===== src/rtl/icache_axi_refill.sv =====
// AXI4 read-burst line filler for the icache: one INCR burst per line request,
// beats assembled into a line buffer, then a single-cycle grant.
module icache_axi_refill #(
  parameter int unsigned LINE_WORDS = 16,
  parameter logic [3:0]  AXI_ID     = 4'd0
) (
  input  logic                         clk,
  input  logic                         rst_n,
  input  logic                         icache_rd_req,
  input  logic [31:0]                  icache_addr,
  output logic                         icache_gnt,
  output logic [LINE_WORDS-1:0][31:0]  icache_data,
  output logic [3:0]                   arid,
  output logic [31:0]                  araddr,
  output logic [7:0]                   arlen,
  output logic [2:0]                   arsize,
  output logic [1:0]                   arburst,
  output logic                         arvalid,
  input  logic                         arready,
  input  logic [31:0]                  rdata,
  input  logic [1:0]                   rresp,
  input  logic                         rlast,
  input  logic                         rvalid,
  output logic                         rready,
  output logic                         bus_err
);

  localparam int unsigned CW = $clog2(LINE_WORDS);

  typedef enum logic [1:0] {
    S_IDLE,
    S_AR,
    S_R,
    S_GNT
  } state_t;

  state_t                        r_state;
  state_t                        w_next;
  logic [31:0]                   r_araddr;
  logic [CW-1:0]                 r_beat_cnt;
  logic                          r_err;
  logic [LINE_WORDS-1:0][31:0]   r_line;

  logic                          w_accept;
  logic                          w_beat;
  logic                          w_cnt_last;
  logic                          w_burst_end;

  assign w_accept    = (r_state == S_IDLE) && icache_rd_req;
  assign w_beat      = (r_state == S_R) && rvalid;
  assign w_cnt_last  = (r_beat_cnt == CW'(LINE_WORDS - 1));
  // The burst closes on whichever comes first: rlast or the final buffer slot.
  assign w_burst_end = w_beat && (rlast || w_cnt_last);

  always_comb begin
    w_next = r_state;
    case (r_state)
      S_IDLE: if (icache_rd_req)       w_next = S_AR;
      S_AR:   if (arready)             w_next = S_R;
      S_R:    if (w_burst_end)         w_next = S_GNT;
      S_GNT:                           w_next = S_IDLE;
      default:                         w_next = S_IDLE;
    endcase
  end

  always_ff @(posedge clk or negedge rst_n) begin
    if (!rst_n) begin
      r_state    <= S_IDLE;
      r_araddr   <= '0;
      r_beat_cnt <= '0;
      r_err      <= 1'b0;
      r_line     <= '0;
    end else begin
      r_state <= w_next;
      if (w_accept) begin
        r_araddr   <= {icache_addr[31:6], 6'b0};
        r_beat_cnt <= '0;
        r_err      <= 1'b0;
      end
      if (w_beat) begin
        r_line[r_beat_cnt] <= rdata;
        r_beat_cnt         <= r_beat_cnt + CW'(1);
        if ((rresp != 2'b00) || (rlast != w_cnt_last)) begin
          r_err <= 1'b1;
        end
      end
    end
  end

  assign arid        = AXI_ID;
  assign araddr      = r_araddr;
  assign arlen       = 8'(LINE_WORDS - 1);
  assign arsize      = 3'b010;
  assign arburst     = 2'b01;
  assign arvalid     = (r_state == S_AR);
  assign rready      = (r_state == S_R);
  assign icache_gnt  = (r_state == S_GNT);
  assign bus_err     = (r_state == S_GNT) && r_err;
  assign icache_data = r_line;

endmodule


===== config.mk =====
export PLATFORM = sky130hd
export DESIGN_NAME = icache_axi_refill
export DESIGN_NICKNAME = d
export VERILOG_FILES = /design/src/rtl/icache_axi_refill.sv
export SDC_FILE = /design/constraint.sdc
export NUM_CORES = 1
export LEC_CHECK = 0
export BUFFER_PORTS_ARGS = -buffer_cell sky130_fd_sc_hd__buf_2
export CAP_MARGIN = 20
export CORE_UTILIZATION = 35
export CTS_CLUSTER_DIAMETER = 40
export DETAILED_ROUTE_END_ITERATION = 6
export SLEW_MARGIN = 20
export SYNTH_ARGS = -nofsm -noshare
export SYNTH_HDL_FRONTEND = slang
export SYNTH_SLANG_ARGS = --single-unit

===== constraint.sdc =====
create_clock -name clk -period 4.6 [get_ports clk]
set_clock_uncertainty 0.05 [all_clocks]
set_input_delay 0 -clock clk [delete_from_list [all_inputs] [get_ports clk]]
set_output_delay 0 -clock clk [all_outputs]
set_load 0.01 [all_outputs]

==> metrics.cfg <==
[status]
status=finished clean

[clock_network]
cts_made_buffers=88
htree_num_levels=3
cts_root_buffer=clkbuf_16
cts_tree=done
clkSinkCount=545
clockBufferDepth=3
post-cts-setup-buffers=0
cts.clk_slew.worst_paths_ps=60
clock_latency_ps=600

[global_route]
grt_start_max_net_pins=143
grt_overflow=0
antenna_found_initial=1
grt_usage_pct=20.8
grt_pass1_vias=14500
grt_pass1_wl_microns=96400

[cells_and_area]
final_area_sq_mm=0.0287
antenna_cells=0
mostFrequentLayoutCells=buf_2, dfrtp_1, mux2_2, mux2_1, clkbuf_16
post-route-util_pct=47.5
drive_gt1_share_pct=56.7
nets=2038
mostFrequentLayoutCell=buf_2
area_growth_pct=34.2

[power]
p_comb_share_pct=19.7
powerDensity_mw_per_mm2=560
power_frac_clock_pct=41.6
p_sw_mw=4.64
p_sw_share_pct=28.9
p_int_mw=11.4
leakage_nw=16.1
p_seq_share_pct=38.7
peakVddDrop_uv=315

[die]
dieArea_sq_mm=0.0620
die_w_microns=249
core_area_sq_mm=0.0604
core.rowCount=90
start_util_pct=35.4
die_height_microns=249
num_io_pins=637

[setup_path]
critPathCaptureType=flip-flop
reg2reg_depth=6
reg2reg_from=r_state[0]
cp_max_fo=17
required_ps=5040
r2r_end=icache_data[440]
r2r_slack_ps=1540
crit_type=flip-flop to flip-flop
cp.arrival_ps=3500
worst_setup_path_start_kind=flip-flop

[sta]
setup_tns_ps=0
worstMarginPinSlew_ps=895
setup_ws_ps=1540
relSlewSlack_pct=40.2
hold_viol_final=0
period_share_pct=66.5
fin_crit_ps=3060
timing.hold.ws_ps=86.5
setup_violations=0
rsz0062_at_grt=false
maxSlewViolCount=0
fmax_mhz=327

[drt]
drt-vias-per-instance=4.81
ant_nets=0
vias=13500
wl_microns=64700
wl_per_cell_microns=23.0
drc=0
drt_iter0_markers=622
drt-pass1-iter-count=4

[placed_design]
dp_slack_ps=1520
dp_hpwl_microns=42700
io_buffer_count=607
gp_routability_congestion=0.802
dpl_cell_area_sq_mm=0.0249

[synth]
synthXorXnorAreaFrac_pct=0
yosys.area.top_type=dfrtp_1
synth_top_flop_cell=dfrtp_1
synth.area.top_cells=dfrtp_1, mux2_2, mux2_1, mux2_4, buf_4
ys_seq_elements=545
synth_compound_area_share_pct=0.258
synth_mux_area_share_pct=30.0
syn-instance-count=1261
synthArstFlopShare_pct=100
synth_adder_area_share_pct=0.527
synth-simple-area-share_pct=1.62
syn_area_sq_mm=0.0214
yosysWarnings=0
synth_top_area_share_pct=63.9
synth-edff-count=0
yosysUniqueCellTypes=34
syn_area_per_cell_sq_um=16.9
synth_sequential_area_ratio_pct=63.9
synth_top_family_by_area=multiplexers

[min_path]
whs_endpoint=r_state[1]
holdPathStages=6
hold_path.class=primary input to flip-flop
hold_start=rlast

[job]
cap_viol_max_count=0

==> sequential cells by signal, summed over array words and instances (netlist names) <==
| register | count |
|---|---|
| icache_data | 512 |
| r_err | 1 |
| r_state | 2 |
| r_beat_cnt | 4 |
| araddr | 26 |
==> how the worst max path moves through the flow <==
| stage | from | endpoint | cells after the start |
|---|---|---|---|
| after floorplan | r_state[0] | icache_data[33] | 7 |
| after global placement | r_state[0] | icache_data[426] | 6 |
| after detailed placement | r_state[0] | icache_data[426] | 6 |
| after CTS | r_state[0] | icache_data[440] | 6 |
| after global routing | r_state[0] | icache_data[119] | 6 |
| final | r_state[0] | icache_data[440] | 6 |
==> critical path, stage by stage, from the launching register on <==
cell     delay [ps]
dfrtp_1         410
inv_1           100
ha_1            440
and2_1          420
nand4_4         630
buf_4           520
mux2_4          330
==> stage by stage <==
| step | cells | total power [mW] |
|---|---|---|
| after floorplan | 1282 | 7.83 |
| after global routing | 2811 | 16.7 |
| final | 2811 | 16.0 |
| after global placement | 2580 | 9.29 |
| after detailed placement | 2580 | 9.40 |
| after CTS | 2811 | 16.2 |
==> cell usage after synthesis (all sizes together), types with 4 or more instances <==
master and count:
o21ai 4, buf 79, nor2 6, inv 6, ha 9, clkbuf 33
dfrtp 545, mux2 539, nand2 9, nand3 9
==> power groups by stage <==
stage	combinational [mW]	sequential, mW	clock [mW]
finish	3.16	6.20	6.68
global route	3.38	6.31	7.04
CTS	3.21	6.20	6.82
detailed placement	3.13	6.27	0
global placement	3.06	6.22	0
floorplan	1.15	6.68	0
==> timing repair <==
action                                 CTS  global route
endpoints found under the hold margin  714             0
gates resized for setup                  0             0
hold buffers                            69             0
==> logic make-up after synthesis <==
logic type / count (synthesis)
other: 2
AO/OA/AOI/OAI: 8
flip-flops: 545
adder cells (fa/ha/maj): 9
multiplexers: 539
buffers and inverters: 118
AND/OR/NAND/NOR: 40
==> layout make-up <==
type / instances / area, sq um
Fill cell: 5319 / 31700
Inverter: 6 / 22.5
Sequential cell: 545 / 13600
Multi-Input combinational cell: 619 / 7030
Clock buffer: 102 / 2310
Tap cell: 782 / 978
Timing Repair Buffer: 697 / 3950
Clock inverter: 60 / 718
==> routing by layer <==
metal	up-vias	share of wire (%)	global-route usage [%]
li1	5807	-	-
met2	466	50	35.6
met1	7141	41	25.4
met3	113	5.5	4.39
met5	-	0	0
met4	0	3.4	8.87
Note: power is estimated with default switching activity, not from simulation.
